==> src/rtl/dpi_ctx_pkg.sv <==
// Shared definitions for the per-stream DFA context wrapper: controller states
// and the eop alignment depth derived from the engine latency.
package dpi_ctx_pkg;

    typedef enum logic [1:0] {
        ST_IDLE   = 2'd0,
        ST_ACTIVE = 2'd1,
        ST_DRAIN  = 2'd2,
        ST_COMMIT = 2'd3
    } ctx_state_e;

    // Two registers on the byte path, the engine itself, and the state_r/accept_r
    // capture register sit between a byte and its result.
    function automatic int pipe_depth(input int eng_lat);
        return eng_lat + 3;
    endfunction

endpackage

==> src/rtl/dfa_ctx_mem.sv <==
// Per-stream context store: saved DFA state plus a valid bit per stream.
// One write port, one registered read port. A read that hits the address being
// written in the same cycle returns the write data.
module dfa_ctx_mem
    import dpi_ctx_pkg::*;
#(
    parameter int STATE_W     = 11,
    parameter int NUM_STREAMS = 64,
    parameter int SID_W       = $clog2(NUM_STREAMS)
) (
    input  logic               clk,
    input  logic               rst,
    input  logic               wr_en,
    input  logic [SID_W-1:0]   wr_addr,
    input  logic [STATE_W-1:0] wr_data,
    input  logic               rd_en,
    input  logic [SID_W-1:0]   rd_addr,
    input  logic               rd_zero,
    output logic [STATE_W-1:0] rd_data
);

    logic [STATE_W-1:0]     mem [NUM_STREAMS];
    logic [NUM_STREAMS-1:0] valid;
    logic                   bypass;
    logic [STATE_W-1:0]     rd_sel;

    // Restore selection: forced zero, then bypass, then stored state if valid.
    always_comb begin
        bypass = wr_en && (wr_addr == rd_addr);
        rd_sel = '0;
        if (rd_zero) begin
            rd_sel = '0;
        end else if (bypass) begin
            rd_sel = wr_data;
        end else if (valid[rd_addr]) begin
            rd_sel = mem[rd_addr];
        end
    end

    // State storage; contents are deliberately left unreset.
    always_ff @(posedge clk) begin
        if (wr_en) begin
            mem[wr_addr] <= wr_data;
        end
    end

    // Valid bits: cleared by reset, set by any commit write.
    always_ff @(posedge clk or posedge rst) begin
        if (rst) begin
            valid <= '0;
        end else if (wr_en) begin
            valid[wr_addr] <= 1'b1;
        end
    end

    // Registered read port.
    always_ff @(posedge clk or posedge rst) begin
        if (rst) begin
            rd_data <= '0;
        end else if (rd_en) begin
            rd_data <= rd_sel;
        end
    end

endmodule

==> src/rtl/dfa_ctx_engine.sv <==
// Per-stream context wrapper around one DFA engine: restores state at start of
// packet, tracks a sticky match flag, and at the aligned end of packet commits
// the final state and a saturating matching-packet count.
//
// state  | meaning
// IDLE   | no packet open
// ACTIVE | packet open, bytes flowing to the engine
// DRAIN  | eop seen, waiting for the last byte to clear the engine
// COMMIT | aligned eop: write context back, update count
module dfa_ctx_engine
    import dpi_ctx_pkg::*;
#(
    parameter int STATE_W     = 11,
    parameter int NUM_STREAMS = 64,
    parameter int SID_W       = $clog2(NUM_STREAMS),
    parameter int CNT_W       = 16,
    parameter int ENG_LAT     = 1
) (
    input  logic               clk,
    input  logic               rst,
    input  logic [7:0]         char_in,
    input  logic               char_in_vld,
    input  logic               load_state,
    input  logic               new_stream_id,
    input  logic [SID_W-1:0]   stream_id,
    input  logic               enable,
    input  logic               eop,
    output logic [7:0]         dfa_char,
    output logic               dfa_char_vld,
    output logic [STATE_W-1:0] dfa_state_in,
    output logic               dfa_state_in_vld,
    input  logic [STATE_W-1:0] dfa_state_out,
    input  logic               dfa_accept,
    output logic [CNT_W-1:0]   count,
    output logic               fired,
    output logic               busy
);

    localparam int               PIPE    = pipe_depth(ENG_LAT);
    localparam logic [CNT_W-1:0] CNT_MAX = '1;

    ctx_state_e         state, state_nxt;
    logic               load_acc;
    logic               commit;
    logic               commit_wr;
    logic [PIPE-1:0]    eop_pipe;
    logic [PIPE-1:0]    en_pipe;
    logic [SID_W-1:0]   sid_pipe [PIPE];
    logic               eop_early;
    logic [SID_W-1:0]   sid_d;
    logic               enable_d;
    logic               load_r;
    logic [STATE_W-1:0] sel_r;
    logic [7:0]         char_r;
    logic               char_vld_r;
    logic [STATE_W-1:0] state_r;
    logic               accept_r;
    logic               fired_nxt;
    logic               pkt_hit;

    // The delayed eop is taken one stage early so the FSM is already in COMMIT
    // when sid/enable reach the end of their delay line.
    assign eop_early = eop_pipe[PIPE-2];
    assign sid_d     = sid_pipe[PIPE-1];
    assign enable_d  = en_pipe[PIPE-1];
    assign commit    = (state == ST_COMMIT);
    assign commit_wr = commit && enable_d;
    assign load_acc  = load_state && ((state == ST_IDLE) || (state == ST_COMMIT));
    assign busy      = (state != ST_IDLE);
    // The last byte's accept lands on the commit cycle itself, so it is folded in here.
    assign pkt_hit   = fired || accept_r;

    // FSM state register.
    always_ff @(posedge clk or posedge rst) begin
        if (rst) begin
            state <= ST_IDLE;
        end else begin
            state <= state_nxt;
        end
    end

    // FSM next-state.
    always_comb begin
        state_nxt = state;
        case (state)
            ST_IDLE:   if (load_state) state_nxt = ST_ACTIVE;
            ST_ACTIVE: if (eop) state_nxt = ST_DRAIN;
            ST_DRAIN:  if (eop_early) state_nxt = ST_COMMIT;
            ST_COMMIT: state_nxt = load_state ? ST_ACTIVE : ST_IDLE;
            default:   state_nxt = ST_IDLE;
        endcase
    end

    // eop/sid/enable delay line; only an eop inside an open packet is carried.
    always_ff @(posedge clk or posedge rst) begin
        if (rst) begin
            eop_pipe <= '0;
            en_pipe  <= '0;
            for (int i = 0; i < PIPE; i++) begin
                sid_pipe[i] <= '0;
            end
        end else begin
            eop_pipe    <= {eop_pipe[PIPE-2:0], eop && (state == ST_ACTIVE)};
            en_pipe     <= {en_pipe[PIPE-2:0], enable};
            sid_pipe[0] <= stream_id;
            for (int i = 1; i < PIPE; i++) begin
                sid_pipe[i] <= sid_pipe[i-1];
            end
        end
    end

    dfa_ctx_mem #(
        .STATE_W     (STATE_W),
        .NUM_STREAMS (NUM_STREAMS),
        .SID_W       (SID_W)
    ) u_mem (
        .clk     (clk),
        .rst     (rst),
        .wr_en   (commit_wr),
        .wr_addr (sid_d),
        .wr_data (state_r),
        .rd_en   (load_acc),
        .rd_addr (stream_id),
        .rd_zero (new_stream_id),
        .rd_data (sel_r)
    );

    // Restore path: second register stage and one-cycle strobe.
    always_ff @(posedge clk or posedge rst) begin
        if (rst) begin
            load_r           <= 1'b0;
            dfa_state_in     <= '0;
            dfa_state_in_vld <= 1'b0;
        end else begin
            load_r           <= load_acc;
            dfa_state_in_vld <= load_r;
            if (load_r) begin
                dfa_state_in <= sel_r;
            end
        end
    end

    // Byte path: two registers so bytes line up with the restore strobe.
    always_ff @(posedge clk or posedge rst) begin
        if (rst) begin
            char_r       <= '0;
            char_vld_r   <= 1'b0;
            dfa_char     <= '0;
            dfa_char_vld <= 1'b0;
        end else begin
            char_r       <= char_in;
            char_vld_r   <= char_in_vld;
            dfa_char     <= char_r;
            dfa_char_vld <= char_vld_r;
        end
    end

    // Engine result capture.
    always_ff @(posedge clk or posedge rst) begin
        if (rst) begin
            state_r  <= '0;
            accept_r <= 1'b0;
        end else begin
            state_r  <= dfa_state_out;
            accept_r <= dfa_accept;
        end
    end

    // Sticky match flag. In COMMIT a pending accept belongs to the closing
    // packet, so a new load there starts the next packet clean.
    always_comb begin
        fired_nxt = fired;
        case (state)
            ST_IDLE: begin
                if (load_acc) fired_nxt = 1'b0;
            end
            ST_ACTIVE, ST_DRAIN: begin
                if (accept_r) fired_nxt = 1'b1;
            end
            ST_COMMIT: begin
                if (load_acc || !enable_d) fired_nxt = 1'b0;
                else                       fired_nxt = pkt_hit;
            end
            default: fired_nxt = fired;
        endcase
    end

    // Match flag register.
    always_ff @(posedge clk or posedge rst) begin
        if (rst) begin
            fired <= 1'b0;
        end else begin
            fired <= fired_nxt;
        end
    end

    // Saturating matching-packet counter.
    always_ff @(posedge clk or posedge rst) begin
        if (rst) begin
            count <= '0;
        end else if (commit_wr && pkt_hit && (count != CNT_MAX)) begin
            count <= count + CNT_W'(1);
        end
    end

endmodule

==> config.mk <==
export PLATFORM = sky130hd
export DESIGN_NAME = dfa_ctx_engine
export DESIGN_NICKNAME = d
export VERILOG_FILES = /design/src/rtl/dpi_ctx_pkg.sv /design/src/rtl/dfa_ctx_mem.sv /design/src/rtl/dfa_ctx_engine.sv
export SDC_FILE = /design/constraint.sdc
export NUM_CORES = 1
export LEC_CHECK = 0
export ABC_CLOCK_PERIOD_IN_PS = 10400
export BUFFER_PORTS_ARGS = -buffer_cell sky130_fd_sc_hd__buf_2
export CAP_MARGIN = 10
export CORE_ASPECT_RATIO = 1.4
export CORE_MARGIN = 2
export CORE_UTILIZATION = 60
export CTS_CLUSTER_DIAMETER = 50
export DETAILED_ROUTE_END_ITERATION = 6
export GPL_TIMING_DRIVEN = 0
export HOLD_SLACK_MARGIN = 0.05
export PLACE_DENSITY_LB_ADDON = 0.12
export SYNTH_ARGS = -nofsm -noshare
export SYNTH_HDL_FRONTEND = slang
export SYNTH_SLANG_ARGS = --single-unit
==> constraint.sdc <==
create_clock -name clk -period 10.4 [get_ports clk]
set_input_delay 0.52 -clock clk [delete_from_list [all_inputs] [get_ports clk]]
set_output_delay 0.52 -clock clk [all_outputs]
set_load 0.05 [all_outputs]
# --- Word level (Yosys, flattened, before mapping) ---
# Memory sizes are Yosys's and may differ from the RTL's.
# Index checks and enable logic that the tools add are counted.
classes:
  addsub: 1
  magnitude_cmp: 3
  n_eq_ne: 10
  muxes: 18
  bitwise: 1
  n_reduce_logical: 16
op_table:
  columns: ["op", "n"]
  rows:
  - ["$or 64x64->64", 1]
  - ["$mux 11", 3]
  - ["$add 16x1->16 const B", 1]
  - ["$ne 16x16->1 const B", 1]
  - ["$lt 6x7->1 const B", 2]
  - ["$ne 2x2->1 const B", 5]
  - ["$mux 1", 8]
  - ["$pmux 2 s4", 1]
  - ["$logic_and 1x1->1", 7]
  - ["$bmux 1 s6", 1]
  - ["$demux 1 s6", 1]
  - ["$eq 6x6->1", 1]
  - ["$ge 6x1->1 const B", 1]
  - ["$mux 2", 3]
  - ["$eq 2x2->1 const B", 2]
  - ["$logic_or 1x1->1", 3]
  - ["$pmux 1 s3", 1]
  - ["$reduce_and 3->1", 1]
  - ["$eq 2x1->1 const B", 1]
  - ["$logic_not 2->1", 1]
  - ["$reduce_and 2->1", 1]
  - ["$reduce_bool 2->1", 1]
  - ["$reduce_or 2->1", 1]
  - ["$logic_not 1->1", 1]
word_totals:
  ff_bits: 168
  mem_bits_rw: 704
  inputBits: 33
  output_inout_bits: 39
  wordCells: 70
  n_memories: 1
memory_table:
  columns: ["memory", "words", "width", "rd", "rd_clocked_by_memory_dff", "write_ports", "line_no", "text"]
  rows:
  - ["u_mem.mem", 64, 11, 1, 0, 1, "dfa_ctx_mem.sv:22", "logic [STATE_W-1:0] mem [NUM_STREAMS];"]

# --- Longest topological paths before layout ---
logic_depth:
  word_depth: 6
  ltp_mapped: 10
  mapped_depth_nobuf: 7

# --- By module ---
# Synthesis repeated with hierarchy kept, for this count alone.
unflattened:
  hier_cells: 1683
  area_unflattened_um2: 33465.8
modules_own_cells:
  columns: ["mod", "instances", "cells_each", "area_per_inst_um2", "seq_area_each_um2"]
  rows:
  - ["dfa_ctx_mem", 1, 1497, 30389.1, 23017.1]
  - ["dfa_ctx_engine", 1, 186, 3076.7, 2327.2]

# --- Worst setup path after synthesis ---
# No wires, ideal clock.
synth_path:
  path_kind: "input to register"
  from: "in stream_id[0]"
  to: "reg u_mem.rd_data[1]"
  setup_ns: 0.134
  t_arrival_ns: 2.046
  required_ns: 10.266
  path_slack_ns: 8.220
  cell_stages: 7
  path_buffers: 2
  path_cell_list: "buf_4 buf_2 mux4_2 a22oi_1 a21oi_1 a211oi_1 o31ai_2"
synth_between:
  elab_chain_len: 5
  word_cells_on_any_way: 8
  cone_classes: "eq/ne (1); mux (5); reduce/logical (1); memory (1)"
synth_rtl:
  columns: ["element", "line_no", "text"]
  rows:
  - ["from (decl)", "dfa_ctx_engine.sv:25", "input logic [SID_W-1:0] stream_id,"]
  - ["$bmux 1 s6", "dfa_ctx_mem.sv:35", "end else if (valid[rd_addr]) begin"]
  - ["$mux 1 (not written as such)", "dfa_ctx_mem.sv:35", null]
  - ["$mux 11", "dfa_ctx_mem.sv:35", null]
  - ["$mux 11 (*)", "dfa_ctx_mem.sv:33", "end else if (bypass) begin"]
  - ["$mux 11 (*)", "dfa_ctx_mem.sv:31", "if (rd_zero) begin"]
  - ["to (signal assigned)", "dfa_ctx_mem.sv:61", "rd_data <= rd_sel;"]
  - ["to (decl)", "dfa_ctx_mem.sv:19", "output logic [STATE_W-1:0] rd_data"]
# Mark *: on every way between the ends. The rest lies on a longest branch, timed or not. The select of a mux whose other input is x is not followed.
# A chain may end at the register's enable or synchronous reset.

# --- Worst setup path after layout ---
layout_path:
  from: "in stream_id[4]"
  to: "reg u_mem.rd_data[2]"
# The elaborated chain is that of the path after synthesis.

==> reports/results.ini <==
[setup_path]
startpoint_type=input pin
max_stage_delay_ns=0.83
rr_worst_depth=4
path_class=input pin to register
worstPathCellList=dlygate4sd3_1 > buf_2 > buf_2 > clkbuf_1 > clkbuf_1 > o32ai_1 > nor4_1 > a211oi_1 > o31ai_2
startpoint=stream_id[4]
worst-path-max-fanout=10
cp-end-kind=register
crit_family=buffers and inverters
cp-endpoint=u_mem.rd_data[2]
ff2ff_setup_slack_ns=7.26
cpMaxStageDelayCell=nor4_1
cp.arrival_ns=4.23
r2r-start=state[1]
cp_num_buf_inv=5
reg2reg_to=u_mem.mem[17][5]
cp.required_ns=10.95
cp.depth=9

[synth]
synthArstFlopShare_pct=19.3
synth_flop_cell=edfxtp_1
synthDistinctLibCells=60
synth_cells=1878
ys_seq_area_share_pct=75.0
synthTopCellsByCount=edfxtp_1, mux2i_1, dfrtp_1
synthesis.nets=1917
synth_edf_count=704
synth_top_area_cell=edfxtp_1
synth_area_um2=33800
synth.most_common_cell=edfxtp_1
synth-seq-cells=872
synth.area.top_cells=edfxtp_1, dfrtp_1, mux2i_1
ys_warn_count=0
yosysTopAreaCellShare_pct=62.5
syn_area_per_cell_um2=18.0

[power_and_ir_drop]
power.leakage_nw=13.9
swShare_pct=23.5
p_sw_w=0.00183
combPwrFrac_pct=9.4
pwr-share-clk_pct=39.2
internal_power_w=0.00597
powerDensity_nw_per_um2=202
peakVddDrop_mv=0.179
power_frac_seq_pct=51.4

[clock_tree]
holdBufCountCts=26
cts_buffers=81
cts.clk_slew.worst_paths_ns=0.07
cts_resized=0
cts_sinks=872
root_buffer=clkbuf_16
cts_tree=yes
h-tree-depth=3
clockBufferDepth=3
worstSkewPairLatency_ns=0.65
post_cts_buffers=0

[floorplanning]
die_y_um=285
die_area_um2=58300
num_rows=102
io_pins=72
start_util_pct=60.9
core_region_area_um2=55500
die_w_um=205

[route]
vias_per_cell=6.39
totalWireLength_um=83500
drc=0
final_antenna_net_count=0
drt_iter0_drc=1847
vias=18500
drtPass1Iterations=6
wl_per_cell_um=28.9

[run]
drv_cap=0

[sta]
worst_slack_ns=6.72
worstMarginPinSlew_ns=1.33
rsz0062_at_grt=no
period_share_pct=35.4
whs_ns=0.0736
skew_ns=0.0238
relSlewSlack_pct=11.3
finalCriticalPeriod_ns=3.68
setup_tns_ns=0
slew_violations=0
fmax_mhz=272
setup_viol=0
hold_viol=0

[grt]
globalRoute.totalOverflow=0
grt.total_usage_pct=29.5
antenna_found_initial=0
grt_pass1_vias=18700
grt_pass1_wl_um=122000
grt_start_max_net_pins=110

[finish]
nFillCells=3598
drive_gt1_share_pct=23.1
area_growth_syn_to_layout_pct=14.1
nets=2133
antennaDiodeCount=0

[placed_design]
dp_slack_ns=6.86
port_buffers=71
place.gp.congestion=0.947
hpwl_um=55600

[run_status]
outcome=finished, final reports clean

[hold_path]
min_path_type=input pin to register

-- area by class of cell --
| cell class | count | area (µm²) | area share, % |
|---|---|---|---|
| Buffer | 101 | 658 | 1.71 |
| Clock buffer | 108 | 2220 | 5.76 |
| Clock inverter | 41 | 529 | 1.37 |
| Inverter | 10 | 45.0 | 0.117 |
| Multi-Input combinational cell | 895 | 7770 | 20.1 |
| Sequential cell | 872 | 25400 | 65.8 |
| Tap cell | 728 | 911 | 2.36 |
| Timing Repair Buffer | 133 | 1070 | 2.78 |
-- worst min-delay path by stage --
stage | startpoint | end | slack (ns) | cells past startpoint
after floorplan | char_r[0] | dfa_char[0] | 0.33 | 0
after global placement | sid_pipe[21] | sid_pipe[15] | 0.33 | 0
after detailed placement | char_r[4] | dfa_char[4] | 0.33 | 0
after CTS | stream_id[2] | sid_pipe[20] | 0.06 | 1
after global routing | stream_id[3] | sid_pipe[21] | 0.08 | 1
final | stream_id[2] | sid_pipe[20] | 0.07 | 1
-- worst register-to-register path, cell delays in order, from the launching register on --
cell     delay (ns)
dfrtp_1        0.42
ha_1           0.37
nor3b_1        0.33
nand3_1        0.55
nor2_1         1.06
-- per-layer routing --
layer	vias to the layer above	GRT usage [%]	wire length, µm
met1	9539	38.8	31400
met4	0	13.1	3530
li1	7863	-	-
met3	170	3.95	5890
met5	-	0	0
met2	878	49.3	42700
-- registers in the layout, summed over array words and instances (netlist names), 2 cells and up --
name and count:
state 2, dfa_state_in 11, en_pipe 4, char_r 8, u_mem.rd_data 11, sid_pipe 18, sid_d 6, eop_pipe 3
dfa_char 8, state_r 11, count 16, u_mem.valid 64, u_mem.mem 704
-- cell families (layout without fill, tap and decap cells) --
logic type	count (synthesis)	count (layout)	share of synthesized area, %
adder cells (fa/ha/maj)	6	6	0.222
AO/OA/AOI/OAI	274	274	6.01
flip-flops	872	872	75.0
buffers and inverters	111	393	2.06
multiplexers	325	325	12.1
XOR/XNOR	18	18	0.466
AND/OR/NAND/NOR	272	272	4.17
-- per-stage QoR --
step / util (%) / cell area [µm²] / power, W / std cells
after floorplan: - / 33800 / 0.00453 / 1878
after CTS: 69.2 / 38400 / 0.00782 / 2868
final: 69.5 / 38600 / 0.00780 / 2888
after detailed placement: 63.7 / 35400 / 0.00479 / 2693
after global routing: 69.5 / 38600 / 0.00802 / 2888
after global placement: 63.2 / 35100 / 0.00476 / 2677
-- cell usage in the layout, fill, tap and decap left out, types with 26 or more instances in the layout --
cell type | Yosys | routed
mux4_2 | 60 | 60
nor2b_1 | 28 | 28
buf_4 | 20 | 38
nand2_1 | 28 | 28
or2_2 | 65 | 65
a21oi_1 | 53 | 53
clkbuf_16 | 0 | 83
nor2_1 | 82 | 82
mux2i_1 | 205 | 205
mux2_2 | 59 | 59
clkbuf_1 | 39 | 59
a22oi_1 | 105 | 105
buf_2 | 17 | 88
dfrtp_1 | 168 | 157
dlygate4sd3_1 | 0 | 26
edfxtp_1 | 704 | 704
-- power groups by stage --
stage          registers [W]  clock network [W]  logic [W]
2_1_floorplan        0.00414                  0   0.000396
3_3_place_gp         0.00410                  0   0.000657
3_5_place_dp         0.00408                  0   0.000713
4_1_cts              0.00401            0.00309   0.000725
5_1_grt              0.00402            0.00322   0.000773
6_report             0.00401            0.00306   0.000730
(Power assumes the default switching activity.)
